## src/rtl/csa_tree_sched.sv

```systemverilog
// rtl/csa_tree_sched.sv - round-robin, credit-gated issue scheduler for the CSA reduction tree
// Tracks op metadata in order and flags tree outputs that break the fixed-latency schedule.
module csa_tree_sched #(
   parameter int LATENCY = 4,
   parameter int CRED    = 4,
   parameter int TAGW    = 4
) (
   input  logic            clk,
   input  logic            rst_n,
   input  logic [1:0]      req_valid,
   input  logic [TAGW-1:0] req_tag0,
   input  logic [TAGW-1:0] req_tag1,
   output logic [1:0]      req_ready,
   output logic            tree_v_in,
   output logic            tree_sel,
   input  logic            tree_v_out,
   output logic            buf_wr,
   output logic            buf_rd,
   output logic            res_valid,
   input  logic            res_ready,
   output logic            res_src,
   output logic [TAGW-1:0] res_tag,
   output logic            err
);

   localparam int CW = $clog2(CRED + 1);
   localparam int PW = (CRED > 1) ? $clog2(CRED) : 1;
   localparam logic [CW-1:0] CRED_C   = CW'(CRED);
   localparam logic [CW-1:0] ONE_C    = CW'(1);
   localparam logic [PW-1:0] PTR_LAST = PW'(CRED - 1);
   localparam logic [PW-1:0] PTR_ONE  = PW'(1);

   logic [CW-1:0]      credits;
   logic [CW-1:0]      buf_cnt;
   logic               rr_ptr;
   logic [LATENCY-1:0] exp_sr;
   logic [TAGW:0]      meta_mem [CRED];
   logic [PW-1:0]      wr_ptr;
   logic [PW-1:0]      rd_ptr;
   logic               grant_id;
   logic               issue;
   logic [TAGW-1:0]    grant_tag;

   function automatic logic [PW-1:0] ptr_next(input logic [PW-1:0] p);
      return (p == PTR_LAST) ? '0 : p + PTR_ONE;
   endfunction

   // A lone requester wins outright; rr_ptr only breaks ties.
   always_comb begin
      grant_id = rr_ptr;
      if (req_valid == 2'b01)
         grant_id = 1'b0;
      else if (req_valid == 2'b10)
         grant_id = 1'b1;
      issue     = (credits != '0) && (req_valid != 2'b00);
      req_ready = {issue & grant_id, issue & ~grant_id};
      grant_tag = grant_id ? req_tag1 : req_tag0;
   end

   assign buf_wr             = tree_v_out;
   assign res_valid          = (buf_cnt != '0);
   assign buf_rd             = res_valid & res_ready;
   assign {res_src, res_tag} = meta_mem[rd_ptr];

   always_ff @(posedge clk or negedge rst_n) begin
      if (!rst_n) begin
         tree_v_in <= 1'b0;
         tree_sel  <= 1'b0;
         rr_ptr    <= 1'b0;
         credits   <= CRED_C;
         buf_cnt   <= '0;
         wr_ptr    <= '0;
         rd_ptr    <= '0;
         exp_sr    <= '0;
         err       <= 1'b0;
         for (int i = 0; i < CRED; i++)
            meta_mem[i] <= '0;
      end else begin
         tree_v_in <= issue;
         if (issue) begin
            tree_sel         <= grant_id;
            rr_ptr           <= ~grant_id;
            meta_mem[wr_ptr] <= {grant_id, grant_tag};
            wr_ptr           <= ptr_next(wr_ptr);
         end
         if (buf_rd)
            rd_ptr <= ptr_next(rd_ptr);

         // Credits cover ops in the tree plus results still buffered.
         if (issue && !buf_rd)
            credits <= credits - ONE_C;
         else if (!issue && buf_rd && credits != CRED_C)
            credits <= credits + ONE_C;

         if (buf_wr && !buf_rd && buf_cnt != CRED_C)
            buf_cnt <= buf_cnt + ONE_C;
         else if (!buf_wr && buf_rd)
            buf_cnt <= buf_cnt - ONE_C;

         for (int i = LATENCY - 1; i > 0; i--)
            exp_sr[i] <= exp_sr[i-1];
         exp_sr[0] <= tree_v_in;
         if (tree_v_out != exp_sr[LATENCY-1])
            err <= 1'b1;
      end
   end

endmodule

```

## config.mk

```make
export PLATFORM = sky130hd
export DESIGN_NAME = csa_tree_sched
export DESIGN_NICKNAME = d
export VERILOG_FILES = /design/src/rtl/csa_tree_sched.sv
export SDC_FILE = /design/constraint.sdc
export NUM_CORES = 1
export LEC_CHECK = 0
export ABC_AREA = 1
export CAP_MARGIN = 20
export CORE_MARGIN = 4
export CORE_UTILIZATION = 54
export DETAILED_ROUTE_END_ITERATION = 12
export GPL_ROUTABILITY_DRIVEN = 0
export PLACE_DENSITY = 0.79
export SYNTH_ARGS = -nofsm -noshare
export SYNTH_HDL_FRONTEND = slang
export SYNTH_SLANG_ARGS = --single-unit
```

## constraint.sdc

```tcl
create_clock -name clk -period 2.18 [get_ports clk]
set_input_delay 0.327 -clock clk [delete_from_list [all_inputs] [get_ports clk]]
set_output_delay 0.327 -clock clk [all_outputs]
set_load 0.005 [all_outputs]
```

Word-level counts from Yosys, hierarchy flattened:

Index checks and enable logic that the tools add are counted.
Widths: inputs -> output; s select.

* flip-flop bits (word level): 38
* bits in latches: 0
* RAM bits: 0
* ROM bits: 0
* output and inout bits: 13
* word-level logic and storage cells: 66
* memories: 0

* add/sub/neg operators: 6
* multiply operators: 0
* div/mod/pow operators: 0
* $lt $le $gt $ge: 3
* eq/ne operators: 7
* shift operators: 0
* muxes and demuxes: 15
* bitwise gates (word level): 6
* reductions and logical operators: 16

Operator list (number)
* $bwmux 20: 1
* $mux 5: 3
* $mux 3: 4
* $bmux 5 s2: 1
* $demux 5 s2: 1
* $logic_and 1x1->1: 8
* $add 3x1->3 const B: 2
* $eq 2x2->1 const B: 3
* $ge 3x3->1 const B: 2
* $ne 3x3->1 const B: 2
* $not 2->3: 2
* $reduce_bool 2->1: 3
* $reduce_bool 3->1: 2
* $sub 3x1->3 const B: 2
* $add 2x1->2 const B: 2
* $mux 2: 2
* $mux 4: 1
* $and 1x1->1: 3
* $logic_not 1->1: 3
* $lt 3x1->1 const B: 1
* $eq 2x1->1 const B: 1
* $mux 1: 2
* $ne 1x1->1: 1
* $not 1->1: 1

Longest topological paths before layout:

Gate-level depths: netlist of the first run.

* depth after elaboration: 7
* depth in mapped cells: 10

Least setup slack after synthesis of the first run:

Ideal clock, no wire load.

* path type: reg2reg
* from: register buf_cnt[1]
* to: register buf_cnt[2]
* data arrival time: 1.497 ns
* path slack: 0.567 ns
* stages on the path, launching flop included: 9
* path buffers: 0
* period minus slack after synthesis: 1.613 ns
* cell sequence: dfrtp_1 > nor2_4 > nand2_2 > o21ai_1 > nand2_1 > fa_1 > nand3b_1 > nand3_1 > nand2_1

* word-level cells in the longest chain between the ends: 6
* elaborated cells on any way between the ends: 12

RTL lines
* start: declaration: line 34 `logic [CW-1:0] buf_cnt;`
* start signal: assignment: line 96 `buf_cnt <= buf_cnt + ONE_C;`
* start signal: assignment: line 98 `buf_cnt <= buf_cnt - ONE_C;`
* $reduce_bool 3->1 (*): line 61 `assign res_valid = (buf_cnt != '0);`
* named net res_valid: line 19 `output logic res_valid,`
* $and 1x1->1 (*): line 62 `assign buf_rd = res_valid & res_ready;`
* $logic_not 1->1: line 95 `if (buf_wr && !buf_rd && buf_cnt != CRED_C)`
* $logic_and 1x1->1 (2 in a row): line 95
* $mux 3 or $reduce_bool 2->1 (tied branches)

Mark *: on every way through the listed nets, which the timed path passes. The rest lies on a longest branch. The select of a mux whose other input is x is not followed.
A chain may end at the register's enable or synchronous reset.

Worst setup path after layout of the first run:

* from: register rd_ptr[0]
* to: output res_tag[3]

* word-level cells in the longest chain between the ends: 4

RTL lines
* start: declaration: line 39 `logic [PW-1:0] rd_ptr;`
* start signal: assignment: line 87 `rd_ptr <= ptr_next(rd_ptr);`
* $not 2->3 (implied by the code): line 63 `assign {res_src, res_tag} = meta_mem[rd_ptr];`
* $bmux 5 s2: line 63
* $mux 5 (implied by the code) (2 in a row): line 63
* end: declaration: line 22 `output logic [TAGW-1:0] res_tag,`

Every way passes these cells. The select of a mux whose other input is x is not followed.

==> results.toml, run 1 <==
[run_status]
status = "completed"

[clocking]
htreeDepth = 2
clock_latency_ps = 330
clockBufferDepth = 2
cts.reportedPaths.clkPinSlew_ps = 110
cts_buffers = 5
cts_hold_buf = 0
cts-root-buf = "clkbuf_4"
cts_tree = "built"
cts.sinks = 38

[floorplanning]
die_w_um = 67.35
fp.coreArea_sq_um = 3363
fp.dieH_um = 67.35
row_count = 21
io_pins = 27
die_area_sq_um = 4535
initial_utilization = 0.5655

[global_route]
grt_pass1_vias = 1474
grt_start_max_net_pins = 39
gr-usage-all-layers = 0.1938
grt_overflow = 0
antenna_found_initial = 0
grt_pass1_wl_um = 6548

[detailed_routing]
drt_pass1_iterations = 5
routedWlPerCell_um = 11.87
dr_total_vias = 1548
drt_iter0_drc = 102
drc = 0
via_per_inst = 4.962
routed_wl_um = 3703
ant_nets = 0

[final_layout]
multiInputGateArea_sq_um = 840.8
area_growth_syn_to_layout_pct = 21.45
post-route-util = 0.6868
fillCellCount = 288
antenna_cells = 0
layout-drive-gt1-share = 0.1466
seq_area_sq_um = 952.2
nNetsFinal = 286

[power]
total_power_mw = 3.290
vdd_drop_max_uv = 960.0
p_per_area_nw_per_um2 = 1424
leakagePower_nw = 1.206

[setup_path]
cp.arrival_ps = 1740
crit_family = "buffers and inverters"
path_class = "reg2out"
critPathMaxFanout = 10
required_ps = 1850
critical-path-slowest-cell = "clkdlybuf4s50_1"
cp_cell_sequence = "buf_4, o21ai_0, o22ai_1, clkdlybuf4s50_1"
max_stage_delay_ps = 530
crit_path_end_kind = "output port"
critPathLaunchType = "flip-flop"
crit_buf_inv = 2

[placement]
place_ws_ps = 56.47
dp.final_hpwl_um = 2824
portBuffers = 26

[logic_synthesis]
syn_nets = 249
synth_simple_gate_area_frac = 0.2809
synth_fa_ha_area_frac = 0.05395
synth_top_family_by_area = "simple AND/OR/NAND/NOR gates"
syn_area_per_cell_sq_um = 8.341
synthXorXnorAreaFrac = 0
synthMuxAreaShare = 0
ys_seq_area_frac = 0.5007
ys_types = 25
yosysWarningCount = 0
ys_ff_latch = 38
syn-instance-count = 228
netlist_area_sq_um = 1902
synth_compound_area_frac = 0.1072

[sta]
timing.final.crit_share = 0.9500
fmax_mhz = 482.9
worstMarginPinSlew_ps = 797.1
fin_skew_ps = 9.320
fin_tns_setup_ps = 0
maxSlewViolCount = 0
max-slew-margin-rel = 0.4686
setup_viol = 0
rsz0062_at_grt = "false"
fin_ws_ps = 109.0
final-hold-violation-count = 0
holdWs_ps = 64.47
fin_crit_ps = 2071

[hold_path]
holdCritPathClass = "in2async"

[flow_run]
maxCapViolCount = 0
[power breakdown]
group | switching, mW | leakage (nW) | internal, mW
combinational | 0.928 | 0.712 | 0.741
sequential | 0.217 | 0.459 | 1.04
clock | 0.212 | 0.0353 | 0.156
total | 1.36 | 1.21 | 1.93
[layer usage]
metal | wire, um | GRT usage | part of all wire | vias up
met5 | 0 | 0 | 0 | -
met4 | 24 | 0.05570 | 0.0065 | 0
met3 | 157 | 0.05824 | 0.042 | 2
met2 | 1718 | 0.3055 | 0.46 | 35
met1 | 1801 | 0.2589 | 0.49 | 721
li1 | - | - | - | 790
[synthesized netlist by cell type]
library cell | n | area share
a21oi_4 | 2 | 0.017
nor2_2 | 3 | 0.0099
inv_2 | 4 | 0.0079
nand3_1 | 8 | 0.021
nand2_1 | 94 | 0.19
a21oi_2 | 1 | 0.0046
fa_1 | 2 | 0.021
o21ai_0 | 17 | 0.045
nand2_4 | 4 | 0.024
buf_4 | 1 | 0.0039
dfrtp_1 | 37 | 0.49
a21oi_1 | 2 | 0.0053
nand3b_1 | 1 | 0.0039
o22ai_1 | 5 | 0.016
nand2_2 | 1 | 0.0033
o21ai_4 | 1 | 0.0086
inv_1 | 14 | 0.028
dfstp_2 | 1 | 0.014
ha_1 | 5 | 0.033
buf_6 | 1 | 0.0059
clkinv_2 | 3 | 0.0079
nor2_4 | 1 | 0.0059
clkbuf_1 | 2 | 0.0039
nor2_1 | 14 | 0.028
o21ai_1 | 4 | 0.011
[cells in the final DEF (no fill, tap or decap), types with 2 or more instances in the layout]
| master | Yosys | final |
|---|---|---|
| nand2_1 | 94 | 94 |
| dfrtp_1 | 37 | 37 |
| clkdlybuf4s50_1 | 0 | 23 |
| o21ai_0 | 17 | 17 |
| nor2_1 | 14 | 14 |
| inv_1 | 14 | 12 |
| nand3_1 | 8 | 8 |
| buf_4 | 1 | 8 |
| inv_2 | 4 | 6 |
| o22ai_1 | 5 | 5 |
| ha_1 | 5 | 5 |
| clkbuf_4 | 0 | 5 |
| o21ai_1 | 4 | 4 |
| nand2_4 | 4 | 4 |
| clkinv_2 | 3 | 4 |
| nor2_2 | 3 | 3 |
| a21oi_4 | 2 | 2 |
| a21oi_1 | 2 | 2 |
| fa_1 | 2 | 2 |
[logic make-up after synthesis]
| group | Yosys count |
|---|---|
| AOI/OAI and AO/OA | 32 |
| and+or+nand+nor | 126 |
| buffers and inverters | 25 |
| DFF | 38 |
| adders and majority gates | 7 |
[final timing paths]
kind                       startpoint     endpoint  slack [ps]  depth (start not counted)
setup / recovery            rd_ptr[0]   res_tag[3]         110                          4
hold / removal                  rst_n  meta_mem[1]          60                          1
setup reg to reg           credits[2]   credits[1]         410                          8
min in group clk            exp_sr[0]    exp_sr[1]         360                          0
hold reg to reg             exp_sr[0]    exp_sr[1]         360                          0
max in group asynchronous       rst_n    exp_sr[3]        1600                          1
[stage by stage]
step,std cells,instance area [sq um]
detailed placement,303,2241
CTS,311,2300
global placement,303,2241
global route,312,2310
floorplan,228,1902
finish,312,2310
[sequential cells by signal (all words and copies together), names as in the netlist, 2 cells and up]
| signal | count |
|---|---|
| wr_ptr | 2 |
| meta_mem | 20 |
| credits | 3 |
| rd_ptr | 2 |
| exp_sr | 4 |
| buf_cnt | 3 |
[final cells by class]
class	instances	share of cell area
sequential	38	0.4122
multi-input combinational	165	0.3640
timing repair buffer	34	0.1371
inverter	21	0.03575
tap	46	0.02492
clock buffer	7	0.02384
clock inverter	1	0.002167
[what timing repair did]
item | in CTS | in global routing
pin swaps | 0 | 1
resized for setup | 1 | 3
setup buffers | 0 | 1
setup endpoints to repair | 1 | 6
Note: power is estimated with default switching activity, not from simulation.
==> run 2: changes to the inputs <==
- CELL_PAD_IN_SITES_DETAIL_PLACEMENT: unset -> 0
- CELL_PAD_IN_SITES_GLOBAL_PLACEMENT: unset -> 1
- CORE_UTILIZATION: 54 -> 40
- PLACE_DENSITY: 0.79 -> unset
- PLACE_DENSITY_LB_ADDON: unset -> 0.1
==> results.toml, run 2 (synthesized netlist as in run 1, its figures left out) <==
[run_status]
status = "completed"

[hold_path]
holdCritPathClass = "in2async"

[final_layout]
fillCellCount = 429
antenna_cells = 0
layout-drive-gt1-share = 0.1429
largest_reg_flops = 20
instances_no_fill = 318
max_flop_register = "meta_mem"
reg_top3 = "meta_mem (20), exp_sr (4)"
nNetsFinal = 286
mostFrequentLayoutCells = "nand2_1 (94), dfrtp_1 (37), clkdlybuf4s50_1 (24)"
final_common_cell = "nand2_1"
area_growth_syn_to_layout_pct = 23.49

[clocking]
clockBufferDepth = 2
cts-root-buf = "clkbuf_8"
clock_latency_ps = 290
post_cts_buffers = 0
htreeDepth = 2
cts_resized = 0
cts.reportedPaths.clkPinSlew_ps = 80
cts.sinks = 38
cts_buffers = 5
cts_hold_buf = 0
cts_tree = "built"

[detailed_routing]
drc = 0
dr_total_vias = 1505
drt_iter0_drc = 71
drt_pass1_iterations = 4
via_per_inst = 4.733
routed_wl_um = 3983
routedWlPerCell_um = 12.53
ant_nets = 0

[setup_path]
critPathMaxFanout = 3
reg2reg_slack_ps = 390
required_ps = 1850
r2r-start = "credits[2]"
critPathLaunchType = "input pin"
crit_path_end_kind = "output port"
path_class = "in2out"
rr_endpoint = "credits[1]"
r2r_cells = 8
cp.arrival_ps = 1770

[floorplanning]
initial_utilization = 0.4251
fp.coreArea_sq_um = 4474
io_pins = 27
die_area_sq_um = 5922
row_count = 24
fp.dieH_um = 76.96
die_w_um = 76.96

[placement]
portBuffers = 26
place_inst = 310
dp.final_hpwl_um = 2955

[sta]
fin_skew_ps = 7.530
fin_tns_setup_ps = 0
fmax_mhz = 476.9
final-hold-violation-count = 0
rsz0062_at_grt = "false"
worstMarginPinSlew_ps = 827.6
setup_viol = 0
fin_crit_ps = 2097
maxSlewViolCount = 0
timing.final.crit_share = 0.9619
max-slew-margin-rel = 0.4483

[flow_run]
maxCapViolCount = 0

[global_route]
grt_pass1_vias = 1440
grt_pass1_wl_um = 6658
antenna_found_initial = 0
grt_overflow = 0
grt_start_max_net_pins = 39
gr-usage-all-layers = 0.1448

[power]
vdd_drop_max_uv = 769.9
p_per_area_nw_per_um2 = 1445
leakagePower_nw = 1.210
-- run 2: cell count changes in the layout (fill, tap and decap cells not counted) --
cell | before | now
clkdlybuf4s50_1 | 23 | 24
inv_1 | 12 | 13
clkbuf_4 | 5 | 0
clkbuf_8 | 1 | 5
dlygate4sd2_1 | 1 | 0
clkinv_4 | 0 | 1
clkinvlp_4 | 0 | 1
inv_2 | 6 | 4
-- run 2: stage by stage --
stage	setup WS, ps	hold slack [ps]	instance area [sq um]	total power, mW	util
final	83.05	130.9	2349	3.394	0.5249
after global routing	9.002	198.5	2349	3.747	0.5249
after CTS	57.37	157.6	2342	3.442	0.5235
after detailed placement	64.88	335.5	2256	2.957	0.5042
after global placement	62.02	335.7	2256	2.939	0.5042
after floorplan	566.5	31.41	1902	2.322	-
-- run 2: worst max-delay path by stage --
stage / cells past startpoint / startpoint / slack, ps / endpoint
after floorplan: 8 / buf_cnt[1] / 570 / buf_cnt[2]
after global placement: 6 / req_valid[1] / 60 / req_ready[1]
after detailed placement: 6 / req_valid[1] / 60 / req_ready[1]
after CTS: 6 / req_valid[1] / 60 / req_ready[1]
after global routing: 5 / credits[2] / 9 / req_ready[1]
final: 6 / req_valid[1] / 80 / req_ready[1]
-- run 2: area by class of cell --
| cell class | count | area (sq um) | area share |
|---|---|---|---|
| inverter | 21 | 86.33 | 0.03676 |
| tap | 52 | 65.06 | 0.02770 |
| clock buffer | 6 | 72.57 | 0.03090 |
| timing repair buffer | 34 | 317.8 | 0.1353 |
| multi-input combinational | 165 | 840.8 | 0.3580 |
| clock inverter | 2 | 13.76 | 0.005860 |
| sequential | 38 | 952.2 | 0.4054 |
-- run 2: per-layer routing --
layer  wire, um  up-vias  GRT usage
met5          0        -          0
met2       1846       20     0.2413
li1           -      789          -
met1       1940      688     0.1850
met3        135        8    0.03279
met4         59        0    0.04891
-- run 2: worst max-delay path, stage by stage --
cell and delay, ps:
clkdlybuf4s50_1 500, inv_2 60, o21ai_4 180, nand2_4 60, nor2_2 120, clkdlybuf4s50_1 510
-- run 2: where the power goes --
group	switching (mW)	internal (mW)	total [mW]
Sequential	0.213	1.04	1.25
Combinational	0.928	0.746	1.67
Clock	0.244	0.225	0.470
Total	1.38	2.01	3.39
==> run 3: changes to the inputs <==
- CTS_CLUSTER_DIAMETER: unset -> 150
- SETUP_SLACK_MARGIN: unset -> 0.15
==> results.toml, run 3 (synthesized netlist as in run 1, its figures left out) <==
[final_layout]
multiInputGateArea_sq_um = 840.8
final_common_cell = "nand2_1"
antenna_cells = 0
design_area_sq_um = 2364
area_growth_syn_to_layout_pct = 24.28
reg_top3 = "meta_mem (20), exp_sr (4)"
fillCellCount = 426
seq_area_sq_um = 953.4
layout-drive-gt1-share = 0.1536
largest_reg_flops = 20
max_flop_register = "meta_mem"
instances_no_fill = 319
nNetsFinal = 287
mostFrequentLayoutCells = "nand2_1 (94), dfrtp_1 (36), clkdlybuf4s50_1 (21)"

[setup_path]
path_class = "reg2out"
cp_cell_sequence = "inv_2, o21ai_0, o22ai_1, clkdlybuf4s50_1"
crit_path_end_kind = "output port"
reg2reg_slack_ps = 390
crit_family = "buffers and inverters"
crit_buf_inv = 2
critPathLaunchType = "flip-flop"
required_ps = 1850
cp.arrival_ps = 1620
critical-path-slowest-cell = "clkdlybuf4s50_1"
critPathMaxFanout = 7
rr_endpoint = "credits[1]"
r2r_cells = 8
max_stage_delay_ps = 520
r2r-start = "credits[2]"

[hold_path]
holdCritPathClass = "in2async"

[sta]
final-hold-violation-count = 0
fin_crit_ps = 1950
worstMarginPinSlew_ps = 827.5
maxSlewViolCount = 0
max-slew-margin-rel = 0.4483
rsz0062_at_grt = "false"
setup_viol = 0
fin_tns_setup_ps = 0
timing.final.crit_share = 0.8945
fmax_mhz = 512.8
fin_skew_ps = 7.561

[floorplanning]
initial_utilization = 0.4251
fp.coreArea_sq_um = 4474
die_area_sq_um = 5922
fp.dieH_um = 76.96
die_w_um = 76.96
io_pins = 27
row_count = 24

[power]
vdd_drop_max_uv = 769.6
p_per_area_nw_per_um2 = 1440
leakagePower_nw = 1.244
total_power_mw = 3.404

[clocking]
cts_tree = "built"
htreeDepth = 2
cts_buffers = 5
cts.reportedPaths.clkPinSlew_ps = 80
cts.sinks = 38
clock_latency_ps = 290
cts-root-buf = "clkbuf_8"
clockBufferDepth = 2

[global_route]
grt_overflow = 0
grt_pass1_vias = 1447
grt_start_max_net_pins = 39
gr-usage-all-layers = 0.1455
grt_pass1_wl_um = 6693
antenna_found_initial = 0

[placement]
dp.final_hpwl_um = 2955
portBuffers = 26
placed_area_sq_um = 2256
place_inst = 310

[detailed_routing]
drc = 0
via_per_inst = 4.737
routed_wl_um = 3986
dr_total_vias = 1511
drt_pass1_iterations = 4
ant_nets = 0
drt_iter0_drc = 66
routedWlPerCell_um = 12.50

[run_status]
status = "completed"

[flow_run]
maxCapViolCount = 0
[run 3: final cells by class]
cell class / count / share of cell area
sequential: 38 / 0.4034
timing repair buffer: 35 / 0.1408
inverter: 21 / 0.03600
tap: 52 / 0.02753
clock buffer: 6 / 0.03070
clock inverter: 2 / 0.005823
multi-input combinational: 165 / 0.3557
[run 3: worst max path at each step]
stage	start	to	slack, ps	cells past startpoint
after floorplan	buf_cnt[1]	buf_cnt[2]	570	8
after global placement	req_valid[1]	req_ready[1]	60	6
after detailed placement	req_valid[1]	req_ready[1]	60	6
after CTS	req_valid[1]	req_ready[1]	80	6
after global routing	rd_ptr[0]	res_tag[3]	150	4
final	rd_ptr[1]	res_tag[3]	230	4
[run 3: layer usage]
layer | global-route usage | vias up | share of wire
met5 | 0 | - | 0
met4 | 0.04891 | 0 | 0.015
met3 | 0.03279 | 8 | 0.034
met2 | 0.2430 | 20 | 0.46
met1 | 0.1858 | 692 | 0.49
li1 | - | 791 | -
[run 3: power by group]
group | leakage, nW | switching [mW] | internal (mW)
Combinational | 0.742 | 0.930 | 0.748
Clock | 0.0452 | 0.245 | 0.225
Sequential | 0.457 | 0.215 | 1.04
[run 3: what timing repair did]
action	4_1_cts	5_1_grt
gates resized for setup	3	6
endpoints found under the setup margin	7	6
buffers inserted	0	1
hold buffers	0	0
pin swaps	1	0
[run 3: per-stage QoR]
step	setup slack, ps	util	hold slack [ps]
after floorplan	566.5	-	31.41
after global placement	62.02	0.5042	335.7
after detailed placement	64.88	0.5042	335.5
after CTS	81.38	0.5235	157.6
after global routing	150.9	0.5282	198.4
final	230.1	0.5282	131.0
